$ cat config.mk
export PLATFORM = sky130hd
export DESIGN_NAME = rf_wb_arbiter
export DESIGN_NICKNAME = d
export VERILOG_FILES = /design/src/rtl/rf_wb_arbiter.sv
export SDC_FILE = /design/constraint.sdc
export NUM_CORES = 1
export LEC_CHECK = 0
export BUFFER_PORTS_ARGS = -buffer_cell sky130_fd_sc_hd__buf_2
export CAP_MARGIN = 25
export CORE_UTILIZATION = 43
export CTS_CLUSTER_SIZE = 20
export DETAILED_ROUTE_END_ITERATION = 7
export GPL_TIMING_DRIVEN = 0
export MAX_ROUTING_LAYER = met4
export PLACE_DENSITY = 0.75
export SLEW_MARGIN = 20
export SYNTH_ARGS = -nofsm -noshare
export SYNTH_HDL_FRONTEND = slang
export SYNTH_SLANG_ARGS = --single-unit
export TNS_END_PERCENT = 1
$ cat constraint.sdc
create_clock -name clk -period 4.6 [get_ports clk]
set_input_delay 1.38 -clock clk [delete_from_list [all_inputs] [get_ports clk]]
set_output_delay 1.38 -clock clk [all_outputs]
set_load 0.01 [all_outputs]
$ cat src/rtl/rf_wb_arbiter.sv
// rf_wb_arbiter: round-robin write-back arbiter for the register file write port (optional forwarding via RF_WB_FWD_EN)
module rf_wb_arbiter #(
  parameter int DATA_W = 32,
  parameter int ADDR_W = 5
) (
  input  logic              clk,
  input  logic              rst_n,
  input  logic              a_valid,
  output logic              a_ready,
  input  logic [ADDR_W-1:0] a_addr,
  input  logic [DATA_W-1:0] a_data,
  input  logic              b_valid,
  output logic              b_ready,
  input  logic [ADDR_W-1:0] b_addr,
  input  logic [DATA_W-1:0] b_data,
`ifdef RF_WB_FWD_EN
  input  logic [ADDR_W-1:0] rs_addr,
  input  logic [ADDR_W-1:0] rt_addr,
  output logic              rs_fwd,
  output logic              rt_fwd,
  output logic [DATA_W-1:0] rs_fwd_data,
  output logic [DATA_W-1:0] rt_fwd_data,
  output logic              rs_pend,
  output logic              rt_pend,
`endif
  output logic [ADDR_W-1:0] rd_addr,
  output logic [DATA_W-1:0] rd_w_data,
  output logic              reg_write,
  output logic              idle
);
  logic              a_full, b_full, rr, grant_a, grant_b;
  logic [ADDR_W-1:0] a_buf_addr, b_buf_addr;
  logic [DATA_W-1:0] a_buf_data, b_buf_data;
  // grant from buffer occupancy; rr breaks ties (0 = A, 1 = B)
  always_comb begin
    grant_a = a_full && (!b_full || !rr);
    grant_b = b_full && (!a_full || rr);
  end
  assign a_ready = !a_full || grant_a;
  assign b_ready = !b_full || grant_b;
  assign idle    = !a_full && !b_full && !reg_write;
  // port A holding buffer: r0 writes complete the handshake but never fill it
  always_ff @(posedge clk or negedge rst_n)
    if (!rst_n) begin
      a_full     <= 1'b0;
      a_buf_addr <= '0;
      a_buf_data <= '0;
    end else if (a_valid && a_ready) begin
      a_full     <= a_addr != '0;
      a_buf_addr <= a_addr;
      a_buf_data <= a_data;
    end else if (grant_a) a_full <= 1'b0;
  // port B holding buffer
  always_ff @(posedge clk or negedge rst_n)
    if (!rst_n) begin
      b_full     <= 1'b0;
      b_buf_addr <= '0;
      b_buf_data <= '0;
    end else if (b_valid && b_ready) begin
      b_full     <= b_addr != '0;
      b_buf_addr <= b_addr;
      b_buf_data <= b_data;
    end else if (grant_b) b_full <= 1'b0;
  // registered output stage and round-robin pointer update
  always_ff @(posedge clk or negedge rst_n)
    if (!rst_n) begin
      reg_write <= 1'b0;
      rd_addr   <= '0;
      rd_w_data <= '0;
      rr        <= 1'b0;
    end else begin
      reg_write <= grant_a || grant_b;
      if (grant_a) begin
        rd_addr   <= a_buf_addr;
        rd_w_data <= a_buf_data;
        rr        <= 1'b1;
      end else if (grant_b) begin
        rd_addr   <= b_buf_addr;
        rd_w_data <= b_buf_data;
        rr        <= 1'b0;
      end
    end
`ifdef RF_WB_FWD_EN
  assign rs_fwd      = reg_write && rd_addr == rs_addr && rs_addr != '0;
  assign rt_fwd      = reg_write && rd_addr == rt_addr && rt_addr != '0;
  assign rs_fwd_data = rd_w_data;
  assign rt_fwd_data = rd_w_data;
  assign rs_pend     = rs_addr != '0 && ((a_full && a_buf_addr == rs_addr) || (b_full && b_buf_addr == rs_addr));
  assign rt_pend     = rt_addr != '0 && ((a_full && a_buf_addr == rt_addr) || (b_full && b_buf_addr == rt_addr));
`endif
endmodule

---- Word-level counts from Yosys, hierarchy flattened ----
Index checks and enable logic that the tools add are counted.
word-level totals
  register bits ........................... 115
  bits of input ports ..................... 78
  word-level logic and storage cells ...... 39
cells by class
  reduce and logical (&&, ||, !) cells .... 20
  multiplexer cells ....................... 9
operator list
  kind                count
  32-bit 2-to-1 mux   2
  5-bit 2-to-1 mux    2
  5-bit nonzero test  2
  1-bit logical AND   6
  2-bit nonzero test  3
  1-bit logical OR    5
  1-bit 2-to-1 mux    5
  1-bit logical NOT   4

---- Logic depth before layout (Yosys ltp) ----
  word-level depth ........................ 6
  mapped depth ............................ 5
  gate-level depth less buffers ........... 3

---- Worst setup path after synthesis ----
Ideal clock, no wire load.
  path kind ............................... flip-flop to output port
  start point ............................. register b_full
  end point ............................... output idle
  required time ........................... 3220 ps
  data arrival time ....................... 1300 ps
  setup slack ............................. 1920 ps
  stages on the path, launching flop included .. 6
  cell sequence ........................... dfrtp_1 buf_2 buf_2 clkbuf_1 or2_2 nor2_1
on the way
  cells in the longest elaborated chain, start to end .. 3
ends and longest elaborated chain
  element                         RTL line  RTL
  start: declaration              31        logic a_full, b_full, rr, grant_a, grant_b;
  start signal: assignment        56        b_full <= 1'b0;
  start signal: assignment        60        b_full <= b_addr != '0;
  start signal: assignment        63        end else if (grant_b) b_full <= 1'b0;
  1-bit logical NOT               41        assign idle = !a_full && !b_full && !reg_write;
  1-bit logical AND (2 in a row)  41
  end: declaration                29        output logic idle
Every way passes these cells.

---- Worst setup path after layout ----
Same ends and word-level chain as after synthesis.

==> results.yml <==
outcome:
  status: "finished clean"
place:
  place_hpwl_um: 7750
  gp_congestion: 0.794
  postPlaceCellArea_mm2: 0.00575
  port_buffers: 118
  place_inst: 601
timing:
  setup-tns-final_ps: 0
  rsz0062_at_grt: "false"
  fin_skew_ps: 9.08
  hold_viol_final: 0
  fin_crit_ps: 3320
  max_clock_freq_mhz: 301
  setup_viol: 0
  tightest_slew_ps: 595
  slew_headroom: 0.603
  finalMaxSlewViolations: 0
  period_share: 0.722
synthesis:
  syn_inst: 342
  yosysSeqAreaShare: 0.582
  synthTopCellsByArea: "dfrtp_1 (58%), mux2_2 (9.3%), o221a_2 (8.4%), mux2_1 (7.5%), a211o_1 (6.6%)"
  synth.avg_cell_area_um2: 14.5
  synthesis.area_mm2: 0.00495
  ys_top_cells_by_count: "dfrtp_1 (115), mux2_2 (41), a211o_1 (37), nor2b_1 (37), o221a_2 (37)"
  synth.distinct_cells: 20
  async_flop_share: 1.00
  synth_edf_count: 0
  synth_top_area_cell: "dfrtp_1"
  synth.most_common_cell: "dfrtp_1"
  synth_ff_type: "dfrtp_1"
  yosysWarnings: 0
  synth_fp_nets: 420
  netlist.area_leader.share: 0.582
  ys_ff_latch: 115
grt:
  antenna_found_initial: 0
  grt_max_degree: 59
  grt.total_usage: 0.222
  grt_pass1_vias: 3749
  grt_pass1_wl_um: 18700
  grt.overflow.total: 0
clock_network:
  cts_resized: 0
  cts_sinks: 115
  cts_buffer_depth: 2
  root_buffer: "clkbuf_16"
  hold_buffers: 0
  clk_latency_ps: 400
  htreeDepth: 4
  postCtsSetupRepairBufs: 0
  numCtsBuffers: 17
  path_clk_slew_ps: 50
  cts_tree: "done"
pwr:
  seqPwrFrac: 0.383
  vdd_drop_max_v: 0.000464
  pwr-share-comb: 0.290
  pwr-share-clk: 0.327
  leakage_nw: 2.89
  p_int_mw: 2.89
  p_switching_mw: 1.20
  cellPowerDensity_mw_per_mm2: 642
  p_total_mw: 4.08
  switching_share: 0.293
route:
  via_per_inst: 5.42
  wire_per_inst_um: 18.6
  drt_wl_total_um: 11800
  drt_iter0_markers: 211
  drtPass1Iterations: 5
  antenna_left: 0
  route.detailed.drc: 0
  vias: 3423
floorplanning:
  fp.dieW_um: 109
  io_pins: 119
  core_mm2: 0.0110
  start_util: 0.449
  die_h_um: 109
  std_cell_rows: 38
  dieArea_mm2: 0.0119
cells_and_area:
  final_cells: 632
  drive_above_1_share: 0.514
  antenna_cells: 0
  finalNetCount: 558
  syn_to_final_growth_pct: 28.5
  final_util: 0.576
  final_cell_area_mm2: 0.00636
critical_path:
  end_kind: "primary output"
  required_ps: 3220
  critPathArrivalTime_ps: 1940
  worstSetupPathType: "reg -> out"
  critPathMaxFanout: 10
  start_kind: "flop"
worst_hold_path:
  min_path_type: "reg -> reg"
run:
  cap_violations: 0
==> stage by stage <==
stage | hold WS [ps] | setup WS (ps)
floorplan | 465 | 1920
global placement | 477 | 845
detailed placement | 485 | 1680
CTS | 498 | 1250
global route | 515 | 1140
finish | 489 | 1280
==> per-layer routing <==
layer / up-vias / global-route usage / part of all wire
met3: 16 / 0.0646 / 0.050
met4: 0 / 0.0810 / 0.016
met5: - / - / 0
met2: 107 / 0.370 / 0.52
li1: 1572 / - / -
met1: 1728 / 0.253 / 0.42
==> flip-flops by register name (all words and copies together), names as in the netlist <==
| signal | count |
|---|---|
| a_full | 1 |
| a_buf_data | 32 |
| b_buf_data | 32 |
| reg_write | 1 |
| rr | 1 |
| rd_addr | 5 |
| rd_w_data | 32 |
| a_buf_addr | 5 |
| b_full | 1 |
| b_buf_addr | 5 |
==> layout by cell type, fill, tap and decap left out, types with 2 or more instances in the layout <==
master and instances:
a211o_1 37, buf_2 126, buf_4 8, buf_6 5, bufinv_16 3, clkbuf_1 6
clkbuf_16 17, clkbuf_8 4, clkinv_2 3, clkinvlp_4 3, dfrtp_1 115, mux2_1 33
mux2_2 41, nand2_1 3, nand2_2 2, nor2b_1 37, o21ai_0 3, o221a_2 37
or4_1 2
==> final cells by class <==
class / count / area [um2]
Buffer: 26 / 169
Tap cell: 140 / 175
Fill cell: 931 / 4670
Clock inverter: 9 / 128
Timing Repair Buffer: 119 / 624
Inverter: 1 / 3.75
Clock buffer: 22 / 484
Sequential cell: 115 / 2880
Multi-Input combinational cell: 200 / 1900
==> power by group through the flow <==
stage                     combinational (mW)  sequential, mW  clock [mW]
after floorplan                        0.706            1.61           0
after CTS                               1.20            1.57        1.36
after detailed placement                1.19            1.57           0
final                                   1.19            1.56        1.33
after global placement                  1.15            1.56           0
after global routing                    1.29            1.61        1.41
==> path summary, 6_finish.rpt <==
check	start	end	slack (ps)	cells after the start
min in group asynchronous	rst_n	rd_w_data[30]	950	1
setup reg to reg	rr	b_buf_data[6]	2900	4
setup / recovery	b_full	idle	1280	6
max in group asynchronous	rst_n	rd_w_data[13]	2980	2
hold reg to reg	b_buf_data[22]	b_buf_data[22]	490	1
hold / removal	b_buf_data[22]	b_buf_data[22]	490	1
==> worst max-delay path, stage by stage, from the launching register on <==
cell and delay, ps:
dfrtp_1 350, buf_2 150, buf_2 200, clkbuf_1 270, or2_2 370, nor2_1 80, buf_2 130
==> logic make-up (layout without fill, tap and decap cells) <==
logic type,after synthesis,after routing,share of synthesized area
DFF,115,115,0.582
AOI/OAI and AO/OA,77,77,0.153
muxes,74,74,0.168
buffers and inverters,27,177,0.0349
and+or+nand+nor,49,49,0.0622
Power figures use the tool's default switching activity.
